File: src/rtl/memory_stage_if.sv
// Bundles the EX/MEM handshake, data-cache request and MEM/WB register signals of the memory stage.
// The stage itself uses the slave view; the surrounding pipeline and cache drive the master view.
interface memory_stage_if #(
  parameter int WORD_W = 32,
  parameter int REG_AW = 5
);
  // EX/MEM side
  logic              ex_valid;
  logic              ex_ready;
  logic              ex_MemRead;
  logic              ex_MemWrite;
  logic [WORD_W-1:0] ex_port_o;
  logic [WORD_W-1:0] ex_store_data;
  logic [WORD_W-1:0] ex_NPC;
  logic [WORD_W-1:0] ex_LUI;
  logic [1:0]        ex_MemtoReg;
  logic              ex_RegWrite;
  logic [REG_AW-1:0] ex_wsel;
  logic              ex_halt;

  // Data cache side
  logic              dmemREN;
  logic              dmemWEN;
  logic [WORD_W-1:0] dmemaddr;
  logic [WORD_W-1:0] dmemstore;
  logic              dhit;
  logic [WORD_W-1:0] dmemload;

  // MEM/WB register
  logic              wb_valid;
  logic [WORD_W-1:0] wb_port_o;
  logic [WORD_W-1:0] wb_NPC;
  logic [WORD_W-1:0] wb_dmemload;
  logic [WORD_W-1:0] wb_LUI;
  logic [1:0]        wb_MemtoReg;
  logic              wb_RegWrite;
  logic [REG_AW-1:0] wb_wsel;
  logic              wb_halt;

  modport slave (
    input  ex_valid, ex_MemRead, ex_MemWrite, ex_port_o, ex_store_data, ex_NPC,
           ex_LUI, ex_MemtoReg, ex_RegWrite, ex_wsel, ex_halt, dhit, dmemload,
    output ex_ready, dmemREN, dmemWEN, dmemaddr, dmemstore,
           wb_valid, wb_port_o, wb_NPC, wb_dmemload, wb_LUI, wb_MemtoReg,
           wb_RegWrite, wb_wsel, wb_halt
  );

  modport master (
    output ex_valid, ex_MemRead, ex_MemWrite, ex_port_o, ex_store_data, ex_NPC,
           ex_LUI, ex_MemtoReg, ex_RegWrite, ex_wsel, ex_halt, dhit, dmemload,
    input  ex_ready, dmemREN, dmemWEN, dmemaddr, dmemstore,
           wb_valid, wb_port_o, wb_NPC, wb_dmemload, wb_LUI, wb_MemtoReg,
           wb_RegWrite, wb_wsel, wb_halt
  );
endinterface

File: src/rtl/memory_stage.sv
// Pipeline memory stage: accepts one instruction from EX/MEM, runs its data-cache access until dhit,
// and fills the MEM/WB register consumed by writeback.
module memory_stage #(
  parameter int WORD_W = 32,
  parameter int REG_AW = 5
) (
  input  logic        CLK,
  input  logic        RST,
  memory_stage_if.slave bus,
  output logic        halted,
  output logic [31:0] stall_cycles
);

  typedef enum logic {
    IDLE   = 1'b0,
    ACCESS = 1'b1
  } state_t;

  state_t state, state_nxt;
  logic   xfer;
  logic   is_mem;

  // Fields of a memory instruction parked for the duration of its cache access
  logic [WORD_W-1:0] hold_port_o_p0;
  logic [WORD_W-1:0] hold_npc_p0;
  logic [WORD_W-1:0] hold_lui_p0;
  logic [1:0]        hold_memtoreg_p0;
  logic              hold_regwrite_p0;
  logic [REG_AW-1:0] hold_wsel_p0;
  logic              hold_halt_p0;

  function automatic logic [31:0] sat_inc(input logic [31:0] v);
    return (v == 32'hFFFF_FFFF) ? v : v + 32'd1;
  endfunction

  function automatic logic [WORD_W-1:0] word_align(input logic [WORD_W-1:0] a);
    return {a[WORD_W-1:2], 2'b00};
  endfunction

  always_comb begin
    bus.ex_ready = (state == IDLE) && !halted;
    xfer         = bus.ex_valid && bus.ex_ready;
    is_mem       = bus.ex_MemRead || bus.ex_MemWrite;
    state_nxt    = state;
    case (state)
      IDLE:    if (xfer && is_mem) state_nxt = ACCESS;
      ACCESS:  if (bus.dhit)       state_nxt = IDLE;
      default: state_nxt = IDLE;
    endcase
  end

  always_ff @(posedge CLK) begin
    if (RST) state <= IDLE;
    else     state <= state_nxt;
  end

  // ---- stage p0: capture a memory instruction into the hold registers ----
  always_ff @(posedge CLK) begin
    if (state == IDLE && xfer && is_mem) begin
      hold_port_o_p0   <= bus.ex_port_o;
      hold_npc_p0      <= bus.ex_NPC;
      hold_lui_p0      <= bus.ex_LUI;
      hold_memtoreg_p0 <= bus.ex_MemtoReg;
      hold_regwrite_p0 <= bus.ex_RegWrite;
      hold_wsel_p0     <= bus.ex_wsel;
      hold_halt_p0     <= bus.ex_halt;
    end
  end

  // ---- stage p1: cache request and MEM/WB register ----
  always_ff @(posedge CLK) begin
    if (RST) begin
      bus.dmemREN     <= 1'b0;
      bus.dmemWEN     <= 1'b0;
      bus.dmemaddr    <= '0;
      bus.dmemstore   <= '0;
      bus.wb_valid    <= 1'b0;
      bus.wb_port_o   <= '0;
      bus.wb_NPC      <= '0;
      bus.wb_dmemload <= '0;
      bus.wb_LUI      <= '0;
      bus.wb_MemtoReg <= '0;
      bus.wb_RegWrite <= 1'b0;
      bus.wb_wsel     <= '0;
      bus.wb_halt     <= 1'b0;
      halted          <= 1'b0;
      stall_cycles    <= '0;
    end else begin
      bus.wb_valid <= 1'b0;
      case (state)
        IDLE: begin
          if (xfer && is_mem) begin
            bus.dmemaddr  <= word_align(bus.ex_port_o);
            bus.dmemstore <= bus.ex_store_data;
            bus.dmemWEN   <= bus.ex_MemWrite;
            // A write takes priority when both request bits are set
            bus.dmemREN   <= bus.ex_MemRead && !bus.ex_MemWrite;
          end else if (xfer) begin
            bus.wb_valid    <= 1'b1;
            bus.wb_port_o   <= bus.ex_port_o;
            bus.wb_NPC      <= bus.ex_NPC;
            bus.wb_dmemload <= '0;
            bus.wb_LUI      <= bus.ex_LUI;
            bus.wb_MemtoReg <= bus.ex_MemtoReg;
            bus.wb_RegWrite <= bus.ex_RegWrite;
            bus.wb_wsel     <= bus.ex_wsel;
            bus.wb_halt     <= bus.ex_halt;
            if (bus.ex_halt) halted <= 1'b1;
          end
        end
        ACCESS: begin
          if (bus.dhit) begin
            bus.wb_valid    <= 1'b1;
            bus.wb_port_o   <= hold_port_o_p0;
            bus.wb_NPC      <= hold_npc_p0;
            bus.wb_dmemload <= bus.dmemREN ? bus.dmemload : '0;
            bus.wb_LUI      <= hold_lui_p0;
            bus.wb_MemtoReg <= hold_memtoreg_p0;
            bus.wb_RegWrite <= hold_regwrite_p0;
            bus.wb_wsel     <= hold_wsel_p0;
            bus.wb_halt     <= hold_halt_p0;
            bus.dmemREN     <= 1'b0;
            bus.dmemWEN     <= 1'b0;
            if (hold_halt_p0) halted <= 1'b1;
          end else begin
            stall_cycles <= sat_inc(stall_cycles);
          end
        end
        default: ;
      endcase
    end
  end

endmodule
File: src/flat_wrapper.sv
// flat-port wrapper written by rule: the top's interface ports become plain ports
module memory_stage_flat 
#(
  parameter int WORD_W = 32,
  parameter int REG_AW = 5
)
  (CLK, RST, halted, stall_cycles, bus_ex_valid, bus_ex_MemRead, bus_ex_MemWrite, bus_ex_port_o, bus_ex_store_data, bus_ex_NPC, bus_ex_LUI, bus_ex_MemtoReg, bus_ex_RegWrite, bus_ex_wsel, bus_ex_halt, bus_dhit, bus_dmemload, bus_ex_ready, bus_dmemREN, bus_dmemWEN, bus_dmemaddr, bus_dmemstore, bus_wb_valid, bus_wb_port_o, bus_wb_NPC, bus_wb_dmemload, bus_wb_LUI, bus_wb_MemtoReg, bus_wb_RegWrite, bus_wb_wsel, bus_wb_halt);
  memory_stage_if #(.WORD_W(WORD_W), .REG_AW(REG_AW)) bus_i ();
  input  logic CLK;
  input  logic RST;
  output logic halted;
  output logic [31:0] stall_cycles;
  input wire logic [$bits(bus_i.ex_valid)-1:0] bus_ex_valid;
  input wire logic [$bits(bus_i.ex_MemRead)-1:0] bus_ex_MemRead;
  input wire logic [$bits(bus_i.ex_MemWrite)-1:0] bus_ex_MemWrite;
  input wire logic [$bits(bus_i.ex_port_o)-1:0] bus_ex_port_o;
  input wire logic [$bits(bus_i.ex_store_data)-1:0] bus_ex_store_data;
  input wire logic [$bits(bus_i.ex_NPC)-1:0] bus_ex_NPC;
  input wire logic [$bits(bus_i.ex_LUI)-1:0] bus_ex_LUI;
  input wire logic [$bits(bus_i.ex_MemtoReg)-1:0] bus_ex_MemtoReg;
  input wire logic [$bits(bus_i.ex_RegWrite)-1:0] bus_ex_RegWrite;
  input wire logic [$bits(bus_i.ex_wsel)-1:0] bus_ex_wsel;
  input wire logic [$bits(bus_i.ex_halt)-1:0] bus_ex_halt;
  input wire logic [$bits(bus_i.dhit)-1:0] bus_dhit;
  input wire logic [$bits(bus_i.dmemload)-1:0] bus_dmemload;
  output wire logic [$bits(bus_i.ex_ready)-1:0] bus_ex_ready;
  output wire logic [$bits(bus_i.dmemREN)-1:0] bus_dmemREN;
  output wire logic [$bits(bus_i.dmemWEN)-1:0] bus_dmemWEN;
  output wire logic [$bits(bus_i.dmemaddr)-1:0] bus_dmemaddr;
  output wire logic [$bits(bus_i.dmemstore)-1:0] bus_dmemstore;
  output wire logic [$bits(bus_i.wb_valid)-1:0] bus_wb_valid;
  output wire logic [$bits(bus_i.wb_port_o)-1:0] bus_wb_port_o;
  output wire logic [$bits(bus_i.wb_NPC)-1:0] bus_wb_NPC;
  output wire logic [$bits(bus_i.wb_dmemload)-1:0] bus_wb_dmemload;
  output wire logic [$bits(bus_i.wb_LUI)-1:0] bus_wb_LUI;
  output wire logic [$bits(bus_i.wb_MemtoReg)-1:0] bus_wb_MemtoReg;
  output wire logic [$bits(bus_i.wb_RegWrite)-1:0] bus_wb_RegWrite;
  output wire logic [$bits(bus_i.wb_wsel)-1:0] bus_wb_wsel;
  output wire logic [$bits(bus_i.wb_halt)-1:0] bus_wb_halt;
  assign bus_i.ex_valid = bus_ex_valid;
  assign bus_i.ex_MemRead = bus_ex_MemRead;
  assign bus_i.ex_MemWrite = bus_ex_MemWrite;
  assign bus_i.ex_port_o = bus_ex_port_o;
  assign bus_i.ex_store_data = bus_ex_store_data;
  assign bus_i.ex_NPC = bus_ex_NPC;
  assign bus_i.ex_LUI = bus_ex_LUI;
  assign bus_i.ex_MemtoReg = bus_ex_MemtoReg;
  assign bus_i.ex_RegWrite = bus_ex_RegWrite;
  assign bus_i.ex_wsel = bus_ex_wsel;
  assign bus_i.ex_halt = bus_ex_halt;
  assign bus_i.dhit = bus_dhit;
  assign bus_i.dmemload = bus_dmemload;
  assign bus_ex_ready = bus_i.ex_ready;
  assign bus_dmemREN = bus_i.dmemREN;
  assign bus_dmemWEN = bus_i.dmemWEN;
  assign bus_dmemaddr = bus_i.dmemaddr;
  assign bus_dmemstore = bus_i.dmemstore;
  assign bus_wb_valid = bus_i.wb_valid;
  assign bus_wb_port_o = bus_i.wb_port_o;
  assign bus_wb_NPC = bus_i.wb_NPC;
  assign bus_wb_dmemload = bus_i.wb_dmemload;
  assign bus_wb_LUI = bus_i.wb_LUI;
  assign bus_wb_MemtoReg = bus_i.wb_MemtoReg;
  assign bus_wb_RegWrite = bus_i.wb_RegWrite;
  assign bus_wb_wsel = bus_i.wb_wsel;
  assign bus_wb_halt = bus_i.wb_halt;
  memory_stage #(.WORD_W(WORD_W), .REG_AW(REG_AW)) u_core (.CLK(CLK), .RST(RST), .bus(bus_i), .halted(halted), .stall_cycles(stall_cycles));
endmodule
File: config.mk
export PLATFORM = sky130hd
export DESIGN_NAME = memory_stage_flat
export DESIGN_NICKNAME = d
export VERILOG_FILES = /design/src/rtl/memory_stage_if.sv /design/src/rtl/memory_stage.sv /design/src/flat_wrapper.sv
export SDC_FILE = /design/constraint.sdc
export NUM_CORES = 1
export LEC_CHECK = 0
export ABC_AREA = 1
export BUFFER_PORTS_ARGS = -buffer_cell sky130_fd_sc_hd__buf_2
export CAP_MARGIN = 15
export CORE_MARGIN = 2
export CORE_UTILIZATION = 30
export DETAILED_ROUTE_END_ITERATION = 12
export SLEW_MARGIN = 20
export SYNTH_ARGS = -nofsm -noshare
export SYNTH_HDL_FRONTEND = slang
export SYNTH_SLANG_ARGS = --single-unit
File: constraint.sdc
create_clock -name CLK -period 5.45 [get_ports CLK]
set_clock_uncertainty 0.15 [all_clocks]
set_input_delay 0.2725 -clock CLK [delete_from_list [all_inputs] [get_ports CLK]]
set_output_delay 0.2725 -clock CLK [all_outputs]
set_load 0.05 [all_outputs]
==> summary.txt, run 1 <==
Synth
  • Mapped Avg Cell Area: 9.28 um2
  • Post-synth top flop: dfxtp_1
  • Synth top area cells: dfxtp_1, edfxtp_1, nand2_1, o211a_1, nand3_1
  • Post-synth EDFFs: 105
  • Post-synth ARST share: 0
  • Count of cell types in the netlist: 34
  • Synth Instances: 1473
  • Mapped cell area: 13700 um2
  • Leading area contributor after synthesis: dfxtp_1
  • Most common cell in the netlist: nand2_1
  • Register area share after synthesis: 0.577
  • Top cell type's share of synthesized area: 0.346
  • Ys Warns: 0
  • Commonest cells in the netlist: nand2_1, dfxtp_1, nand3_1, edfxtp_1, o211a_1
  • #FFs+latches synth: 341

Final layout
  • Finished Cell Area: 19000 um2
  • Final core utilization: 0.420
  • Nets@finish: 2186
  • Fill cell total of the finished layout: 4348
  • Share of cells above drive strength 1: 0.258
  • Register area: 7880 um2
  • P&R area growth vs syn: 38.9%
  • Area occupied by multi-input gates: 5040 um2

Worst setup path
  • Register-to-Register Path Depth: 9
  • Startpoint Class: flip-flop
  • CP max FO: 122
  • CP endpoint kind: flip-flop
  • CP Data Arrival Time: 3.67 ns
  • CP required: 5.72 ns
  • Worst setup path class: reg2reg

Placed design
  • Placed cell areas: 16000 um2
  • PortBufs: 410
  • GPL Wtd Cong: 0.896
  • Dpl hpwl: 27.8 mm

CTS
  • Clk root buf: clkbuf_16
  • CTS Buffer Depth: 3
  • Post-CTS Setup Inserts: 0
  • Hold-fix buffers, CTS: 175
  • Clock Sinks: 341
  • TritonCTS Buffers: 38
  • Post-CTS sizing: 0
  • Clk slew on worst S/H paths: 0.06 ns
  • H-tree levels: 2
  • Clk_lat worst skew: 0.55 ns
  • CTS tree: done

Global routing
  • First-pass GRT wire length: 66.9 mm
  • Initial antenna violation count: 5
  • Grt total ovfl: 0
  • Largest net degree at the start of global routing: 123
  • Number of global-route vias before repair: 12200
  • Gr usage total: 0.177

Flow run
  • MaxCap Viol Count: 0

Floorplan
  • Initial Util: 0.302
  • Die footprint: 47300 um2
  • IO Count: 413
  • Die Wd: 217 um
  • Die H: 217 um
  • Num rows: 78
  • Core Box Area: 45200 um2

STA
  • Fin. Hold Viols: 0
  • Slew Viols, Final: 0
  • Worst slew margin: 0.356
  • Setup violators final: 0
  • Fin crit period: 3.40 ns
  • Worst-Margin Slew: 0.966 ns
  • Final critical-path share of the clock period: 0.624
  • Max Fclk: 294 MHz
  • Worst hold slack: 0.0430 ns
  • TNS Setup: 0 ns
  • RSZ-0062 raised after global routing: false

Power
  • Pwr/cell area: 360 nW/um2
  • Static Leak: 8.72 nW
  • Power Total: 6.83 mW
  • Maximum vdd ir drop: 0.000267 V

Min path
  • Hold Path Class: in2reg
  • Hold path depth: 3

Route
  • Top Layer Used: met5
  • Post-route ant nets: 0
  • Drt via density: 4.73
  • DRT met1 WL: 19.0 mm
  • Met2 WL: 19.9 mm
  • Post-Route WL: 43.5 mm
  • Via count: 12500
  • DRT Pass-1 Iters: 5
  • First-iteration detailed-routing DRC count: 721
  • Wire per inst: 16.5 um
  • Routed length on met3: 3.11 mm
  • DRC: 0

Run status
  • Outcome: finished clean
logic make-up (layout without fill, tap and decap cells):
| family | count (synthesis) | count (layout) | synth area share |
|---|---|---|---|
| buffers and inverters | 140 | 705 | 0.0557 |
| other | 1 | 5 | 0.000274 |
| AO/OA/AOI/OAI | 228 | 228 | 0.128 |
| flip-flops | 341 | 341 | 0.577 |
| adder cells (fa/ha/maj) | 1 | 1 | 0.000916 |
| XOR/XNOR | 14 | 14 | 0.00897 |
| AND/OR/NAND/NOR | 748 | 748 | 0.230 |
cell usage in the layout (no fill, tap or decap), types with 20 or more instances in the layout:
cell type and instances:
nand2_1 494, buf_2 409, dfxtp_1 235, dlygate4sd3_1 175, nand3_1 153, edfxtp_1 105, o211a_1 104, a21oi_1 97
nor2_1 66, clkbuf_16 39, inv_1 32, a21oi_2 20
per-stage QoR:
stage / worst slack, ns / instances
3_3_place_gp: 2.07 / 2395
6_report: 2.05 / 2642
2_1_floorplan: 2.70 / 1474
5_1_grt: 1.69 / 2642
4_1_cts: 1.90 / 2639
3_5_place_dp: 1.95 / 2395
metal layers:
layer / GRT usage / up-vias
li1: - / 6045
met1: 0.223 / 5903
met2: 0.289 / 453
met3: 0.0459 / 94
met4: 0.0715 / 4
met5: 0 / -
power breakdown:
group,switching [mW],internal [mW]
Clock,1.04,1.53
Sequential,0.103,2.83
Combinational,0.954,0.376
Total,2.10,4.73
flip-flops by register name, summed over array words and instances (netlist names), 2 cells and up:
register,flops
u_core.bus.dmemaddr,30
u_core.bus.dmemstore,32
u_core.bus.wb_LUI,32
u_core.bus.wb_MemtoReg,2
u_core.bus.wb_NPC,32
u_core.bus.wb_dmemload,32
u_core.bus.wb_port_o,32
u_core.bus.wb_wsel,5
u_core.hold_lui_p0,32
u_core.hold_memtoreg_p0,2
u_core.hold_npc_p0,32
u_core.hold_port_o_p0,32
u_core.hold_wsel_p0,5
u_core.stall_cycles,32
area by class of cell:
type / instances / area share
multi-input cells: 993 / 0.265
diodes: 3 / 0.000396
clock buffers: 56 / 0.0574
flip-flops and latches: 341 / 0.415
repair buffers: 598 / 0.206
clock inverters: 13 / 0.00785
well taps: 600 / 0.0396
inverters: 38 / 0.00831
final timing paths:
kind | startpoint | slack (ns) | endpoint
worst max-delay path | u_core.state | 2.05 | u_core.bus.wb_port_o[1]
worst min-delay path | bus_dhit | 0.04 | u_core.state
worst max register to register | u_core.state | 2.05 | u_core.bus.wb_port_o[1]
worst min register to register | u_core.bus.wb_dmemload[13] | 0.31 | u_core.bus.wb_dmemload[13]
critical path: stages (launching register included):
cell,delay [ns]
dfxtp_4,0.79
nor2_4,0.03
nand2_1,0.12
inv_2,0.07
o21ai_4,0.16
nand2_4,0.40
inv_6,0.76
buf_4,0.41
nand3_1,0.12
o211a_1,0.12
Note: power is estimated with default switching activity, not from simulation.
==> inputs of run 2 (changes only) <==
--- a/config.mk
+++ b/config.mk
@@ -5,7 +5,7 @@
 export SDC_FILE = /design/constraint.sdc
 export NUM_CORES = 1
 export LEC_CHECK = 0
-export ABC_AREA = 1
+export ABC_AREA = 0
 export BUFFER_PORTS_ARGS = -buffer_cell sky130_fd_sc_hd__buf_2
 export CAP_MARGIN = 15
 export CORE_MARGIN = 2
==> constraint.sdc (replaced) <==
create_clock -name CLK -period 3.2 [get_ports CLK]
set_clock_uncertainty 0.15 [all_clocks]
set_input_delay 0.16 -clock CLK [delete_from_list [all_inputs] [get_ports CLK]]
set_output_delay 0.16 -clock CLK [all_outputs]
set_load 0.05 [all_outputs]
==> run 2 against run 1 <==
- clock-buffer cell count grew 4
- non-clock buffer count up 21
- cell count is 11% lower
- global-route usage decreased by 1.1 points
- area after synthesis down 6.5%
- setup slack got worse by 1.6 ns
- cell area is 2.4% lower
- first-iteration DRC count decreased by 18%
- clock power is 66% higher
- die area shrank 6.4%
- via count is 11% lower
- largest power group unchanged
- highest routed layer unchanged
==> summary.txt, run 2 <==
Placed design
  • Placed cell areas: 15400 um2
  • Dpl hpwl: 24.4 mm
  • Worst slack at placement: 0.759 ns
  • PortBufs: 410
  • GPL Wtd Cong: 0.835
  • Post-placement cell count: 2084

Synth
  • Top cell type's share of synthesized area: 0.370
  • Synth top area cells: dfxtp_1, edfxtp_1, mux2i_1, a211oi_1, nand2_1
  • Synth Instances: 1210
  • Post-synth ARST share: 0
  • Mapped Avg Cell Area: 10.6 um2
  • Count of cell types in the netlist: 47
  • Post-synth top flop: dfxtp_1
  • Post-synth EDFFs: 105
  • Commonest cells in the netlist: dfxtp_1, nand2_1, nor2_1, a21oi_1
  • Leading area contributor after synthesis: dfxtp_1
  • Ys Warns: 0
  • Most common cell in the netlist: dfxtp_1
  • Register area share after synthesis: 0.617
  • #FFs+latches synth: 341
  • Mapped cell area: 12800 um2

STA
  • RSZ-0062 raised after global routing: false
  • Fin. Hold Viols: 0
  • Final critical-path share of the clock period: 0.871
  • Slew Viols, Final: 0
  • Fin crit period: 2.79 ns
  • Worst setup margin: 0.413 ns
  • TNS Setup: 0 ns
  • Setup violators final: 0
  • Worst-Margin Slew: 1.01 ns
  • Max Fclk: 359 MHz
  • Worst slew margin: 0.329

Route
  • Wire per inst: 16.3 um
  • DRT Pass-1 Iters: 4
  • Post-route ant nets: 0
  • Via count: 11200
  • Post-Route WL: 38.4 mm
  • DRC: 0
  • Drt via density: 4.76
  • First-iteration detailed-routing DRC count: 594

Power
  • Pwr/cell area: 623 nW/um2
  • Sequential share of power: 0.429
  • Psw: 3.52 mW
  • Clock Power Share: 0.369
  • Sw Share: 0.305
  • Static Leak: 7.52 nW
  • Internal cell power: 8.03 mW
  • Power share of the combinational group: 0.201
  • Maximum vdd ir drop: 0.000372 V

Final layout
  • Finished Cell Area: 18500 um2
  • P&R area growth vs syn: 45.1%
  • Most common cell after layout, fill and taps aside: buf_2
  • Nets@finish: 1953
  • Non-filler cells, final: 2348
  • Final core utilization: 0.442
  • Fill cell total of the finished layout: 3942
  • Most frequent cells in the layout: buf_2, dfxtp_1, dlygate4sd3_1, nand2_1, nor2_1
  • Share of cells above drive strength 1: 0.275

Worst setup path
  • Buf+Inv Stages, Crit Path: 3
  • Crit path max-delay family: buffers and inverters
  • Largest stage delay on the critical path: 0.57 ns
  • Worst setup path class: reg2reg
  • CP max FO: 35
  • Register-to-Register Path Depth: 8
  • CP Data Arrival Time: 3.12 ns
  • CP required: 3.53 ns
  • CP endpoint kind: flip-flop
  • Cells along the critical path: nor3b_1 > o21ai_4 > buf_4 > o21ai_2 > buf_4 > nand2_1 > a21oi_1 > dlygate4sd3_1
  • Startpoint Class: flip-flop
  • Crit path depth: 8
  • Slowest CP cell: dlygate4sd3_1
  • Top cell by count, worst path: buf_4

CTS
  • Clk_lat worst skew: 0.55 ns
  • H-tree levels: 2
  • TritonCTS Buffers: 39
  • CTS Buffer Depth: 3
  • Clk root buf: clkbuf_16
  • Clock Sinks: 341
  • Clk slew on worst S/H paths: 0.06 ns
  • CTS tree: done

Global routing
  • Gr usage total: 0.167
  • Grt total ovfl: 0
  • First-pass GRT wire length: 59.3 mm
  • Largest net degree at the start of global routing: 121
  • Initial antenna violation count: 4
  • Number of global-route vias before repair: 11000

Floorplan
  • Die Wd: 210 um
  • Num rows: 75
  • Initial Util: 0.304
  • IO Count: 413
  • Core Box Area: 41900 um2
  • Die H: 210 um
  • Die footprint: 44200 um2

Run status
  • Outcome: finished clean

Min path
  • Hold path depth: 5
  • Hold Path Class: in2reg

Flow run
  • MaxCap Viol Count: 0
run 2: cell count changes after synthesis, sizes merged, moves of 33 or more:
cell / delta
o211a: -104
nor2: +51
nand2: -338
inv: -33
a211oi: +104
mux2i: +105
nand3: -110
run 2: what timing repair did:
item / in CTS / in global routing
hold buffers: 191 / 0
buffers inserted: 0 / 0
endpoints found under the hold margin: 336 / 0
resized for setup: 0 / 0
run 2: routing by layer:
metal / wire, um / up-vias / GRT usage
li1: - / 5492 / -
met1: 16400 / 5269 / 0.205
met2: 18100 / 322 / 0.273
met3: 2660 / 84 / 0.0533
met4: 1190 / 2 / 0.0616
met5: 13 / - / 0
run 2: cell families after synthesis:
logic type	synth area share
and+or+nand+nor	0.138
DFF	0.617
xor gates and xnor gates	0.00206
adders and majority gates	0.000980
other	0.000294
muxes	0.0858
buffers and inverters	0.0310
AOI/OAI and AO/OA	0.125
run 2: path summary, 6_finish.rpt:
path / end / start / slack (ns)
setup / recovery: u_core.bus.wb_dmemload[8] / u_core.state / 0.41
hold / removal: u_core.bus.dmemWEN / bus_ex_valid / 0.16
setup reg to reg: u_core.bus.wb_dmemload[8] / u_core.state / 0.41
hold reg to reg: u_core.bus.dmemaddr[8] / u_core.bus.dmemaddr[8] / 0.30
run 2: worst register-to-register path: cells and delay by family (launching register included):
kind	cells	cell delay [ns]
and+or+nand+nor	2	0.57
DFF	1	0.37
AOI/OAI and AO/OA	3	0.42
buffers and inverters	3	1.21
run 2: cell type report:
class / instances / area, um2 / area share
timing repair buffer: 619 / 4190 / 0.226
antenna: 4 / 10.0 / 0.000540
sequential: 341 / 7880 / 0.425
multi-input combinational: 771 / 4520 / 0.244
clock buffer: 60 / 1140 / 0.0613
inverter: 5 / 23.8 / 0.00128
tap: 539 / 674 / 0.0364
clock inverter: 9 / 81.3 / 0.00439
run 2: stage by stage:
stage	hold slack, ns	power (mW)
floorplan	0.109	6.57
global route	0.167	12.0
finish	0.160	11.5
detailed placement	0.204	7.20
global placement	0.203	7.16
CTS	0.127	11.7
run 2: power by group through the flow:
stage               Combinational (mW)  Clock, mW  Sequential (mW)
floorplan                        0.710          0             5.86
global placement                  2.13          0             5.03
detailed placement                2.15          0             5.05
CTS                               2.34       4.40             4.96
global route                      2.49       4.55             4.99
finish                            2.33       4.26             4.96
==> inputs of run 3 (changes only) <==
--- a/config.mk
+++ b/config.mk
@@ -8,9 +8,10 @@
 export ABC_AREA = 0
 export BUFFER_PORTS_ARGS = -buffer_cell sky130_fd_sc_hd__buf_2
 export CAP_MARGIN = 15
-export CORE_MARGIN = 2
+export CORE_MARGIN = 3
 export CORE_UTILIZATION = 30
 export DETAILED_ROUTE_END_ITERATION = 12
+export SETUP_SLACK_MARGIN = 0.05
 export SLEW_MARGIN = 20
 export SYNTH_ARGS = -nofsm -noshare
 export SYNTH_HDL_FRONTEND = slang
==> constraint.sdc (replaced) <==
create_clock -name CLK -period 3.2 [get_ports CLK]
set_clock_uncertainty 0.15 [all_clocks]
set_input_delay 0.16 -clock CLK [delete_from_list [all_inputs] [get_ports CLK]]
set_output_delay 0.16 -clock CLK [all_outputs]
set_load 0.01 [all_outputs]
==> run 3 against run 2 <==
- setup slack better by 0.032 ns
- global-route usage is 0.20 points higher
- clock power is 3% higher
- combinational power is 30% lower
- routed wire length is 4.3% higher
- sequential power hardly changed
- total power is 4.9% lower
- highest routed layer unchanged
- critical path depth is 1 lower
- critical endpoint is now u_core.bus.wb_dmemload[4]
- sequential share of layout area is 0.12 points lower
- clock-buffer cell count is 2 lower
==> summary.txt, run 3 (synthesis results as in run 2) <==
Placed design
  • Dpl hpwl: 25.9 mm
  • PortBufs: 410
  • Placed cell areas: 15500 um2
  • GPL Wtd Cong: 0.869

STA
  • Worst hold slack: 0.106 ns
  • Worst slew margin: 0.324
  • RSZ-0062 raised after global routing: false
  • Slew Viols, Final: 0
  • Fin crit period: 2.76 ns
  • Setup violators final: 0
  • Worst-Margin Slew: 1.01 ns
  • Max Fclk: 363 MHz
  • Final critical-path share of the clock period: 0.861
  • TNS Setup: 0 ns
  • Fin. Hold Viols: 0

Global routing
  • Grt total ovfl: 0
  • Initial antenna violation count: 4
  • Largest net degree at the start of global routing: 108
  • Number of global-route vias before repair: 11200
  • First-pass GRT wire length: 61.1 mm
  • Gr usage total: 0.169

Route
  • DRC: 0
  • Drt via density: 4.78
  • Post-route ant nets: 0
  • DRT Pass-1 Iters: 5
  • Wire per inst: 17.1 um
  • First-iteration detailed-routing DRC count: 650
  • Post-Route WL: 40.0 mm
  • Via count: 11200

Power
  • Power share of the combinational group: 0.149
  • Sequential share of power: 0.452
  • Psw: 2.84 mW
  • Clock Power Share: 0.399
  • Pwr/cell area: 591 nW/um2
  • Static Leak: 7.56 nW
  • Internal cell power: 8.14 mW
  • Maximum vdd ir drop: 0.000417 V
  • Sw Share: 0.259

Worst setup path
  • Slowest CP cell: o21a_4
  • CP endpoint kind: flip-flop
  • FF-to-FF setup slack: 0.44 ns
  • Worst setup path class: reg2reg
  • CP Data Arrival Time: 3.08 ns
  • Startpoint Class: flip-flop
  • Crit path max-delay family: buffers and inverters
  • Top cell by count, worst path: buf_4
  • CP max FO: 45
  • CP required: 3.52 ns
  • Cells along the critical path: nor3b_1 > buf_4 > o21a_4 > buf_4 > nand3_1 > a21oi_1 > dlygate4sd3_1
  • Buf+Inv Stages, Crit Path: 3
  • Largest stage delay on the critical path: 0.58 ns

Floorplan
  • Num rows: 74
  • IO Count: 413
  • Core Box Area: 41500 um2
  • Die H: 212 um
  • Die footprint: 45100 um2
  • Initial Util: 0.308
  • Die Wd: 212 um

Final layout
  • Most common cell after layout, fill and taps aside: buf_2
  • Most frequent cells in the layout: buf_2, dfxtp_1, dlygate4sd3_1, nand2_1, nor2_1
  • Fill cell total of the finished layout: 3903
  • Finished Cell Area: 18600 um2
  • Share of cells above drive strength 1: 0.284
  • P&R area growth vs syn: 45.5%
  • Area occupied by multi-input gates: 4520 um2
  • Nets@finish: 1958
  • Register area: 7880 um2

Run status
  • Outcome: finished clean

Flow run
  • MaxCap Viol Count: 0

CTS
  • TritonCTS Buffers: 40
  • Clk_lat worst skew: 0.53 ns
  • Clock Sinks: 341
  • Post-CTS Setup Inserts: 0
  • Clk root buf: clkbuf_16
  • Clk slew on worst S/H paths: 0.06 ns
  • CTS Buffer Depth: 3
  • H-tree levels: 2
  • CTS tree: done

Min path
  • Hold Path Class: in2reg
## run 3: changes by cell type in the layout (fill, tap and decap cells not counted), sizes merged
cell,change
inv,+1
clkbuf,-2
clkinvlp,+1
buf,+11
dlygate4sd3,-7
## run 3: area by class of cell
| class | count | share of cell area |
|---|---|---|
| Inverter | 5 | 0.00128 |
| Antenna cell | 4 | 0.000539 |
| Timing Repair Buffer | 623 | 0.226 |
| Clock buffer | 58 | 0.0630 |
| Sequential cell | 341 | 0.424 |
| Clock inverter | 11 | 0.00512 |
| Tap cell | 532 | 0.0358 |
| Multi-Input combinational cell | 771 | 0.244 |
## run 3: worst paths after layout
kind	start	end	depth (start not counted)
min	bus_ex_valid	u_core.bus.dmemREN	5
max reg2reg	u_core.state	u_core.bus.wb_dmemload[4]	7
max	u_core.state	u_core.bus.wb_dmemload[4]	7
min reg2reg	u_core.bus.wb_dmemload[8]	u_core.bus.wb_dmemload[8]	2
## run 3: stage by stage
stage / instances / util / total power, mW / worst slack, ns
floorplan: 1211 / - / 5.85 / 0.451
CTS: 2341 / 0.448 / 11.1 / 0.474
global route: 2343 / 0.448 / 11.5 / 0.284
detailed placement: 2088 / 0.373 / 6.52 / 0.719
global placement: 2088 / 0.373 / 6.48 / 0.658
finish: 2345 / 0.448 / 11.0 / 0.445
## run 3: power by group through the flow
stage	clock network [mW]	registers [mW]	logic [mW]
2_1_floorplan	0	5.15	0.700
3_3_place_gp	0	5.04	1.44
3_5_place_dp	0	5.05	1.46
4_1_cts	4.52	4.96	1.65
5_1_grt	4.68	5.00	1.80
6_report	4.38	4.96	1.64
## run 3: worst min-delay path: cells and delay by family
kind / cells / cell delay, ns
buffers and inverters: 2 / 0.26
AND/OR/NAND/NOR: 2 / 0.23
AO/OA/AOI/OAI: 1 / 0.07
## run 3: metal layers
layer,GRT usage,part of all wire
met1,0.206,0.42
met4,0.0716,0.034
met2,0.281,0.48
met3,0.0462,0.068
met5,0,0.00032
## run 3: what timing repair did
action                     CTS  global route
hold buffers               184             0
resized for setup            0             0
setup endpoints to repair    0             0
hold endpoints to repair   321             0
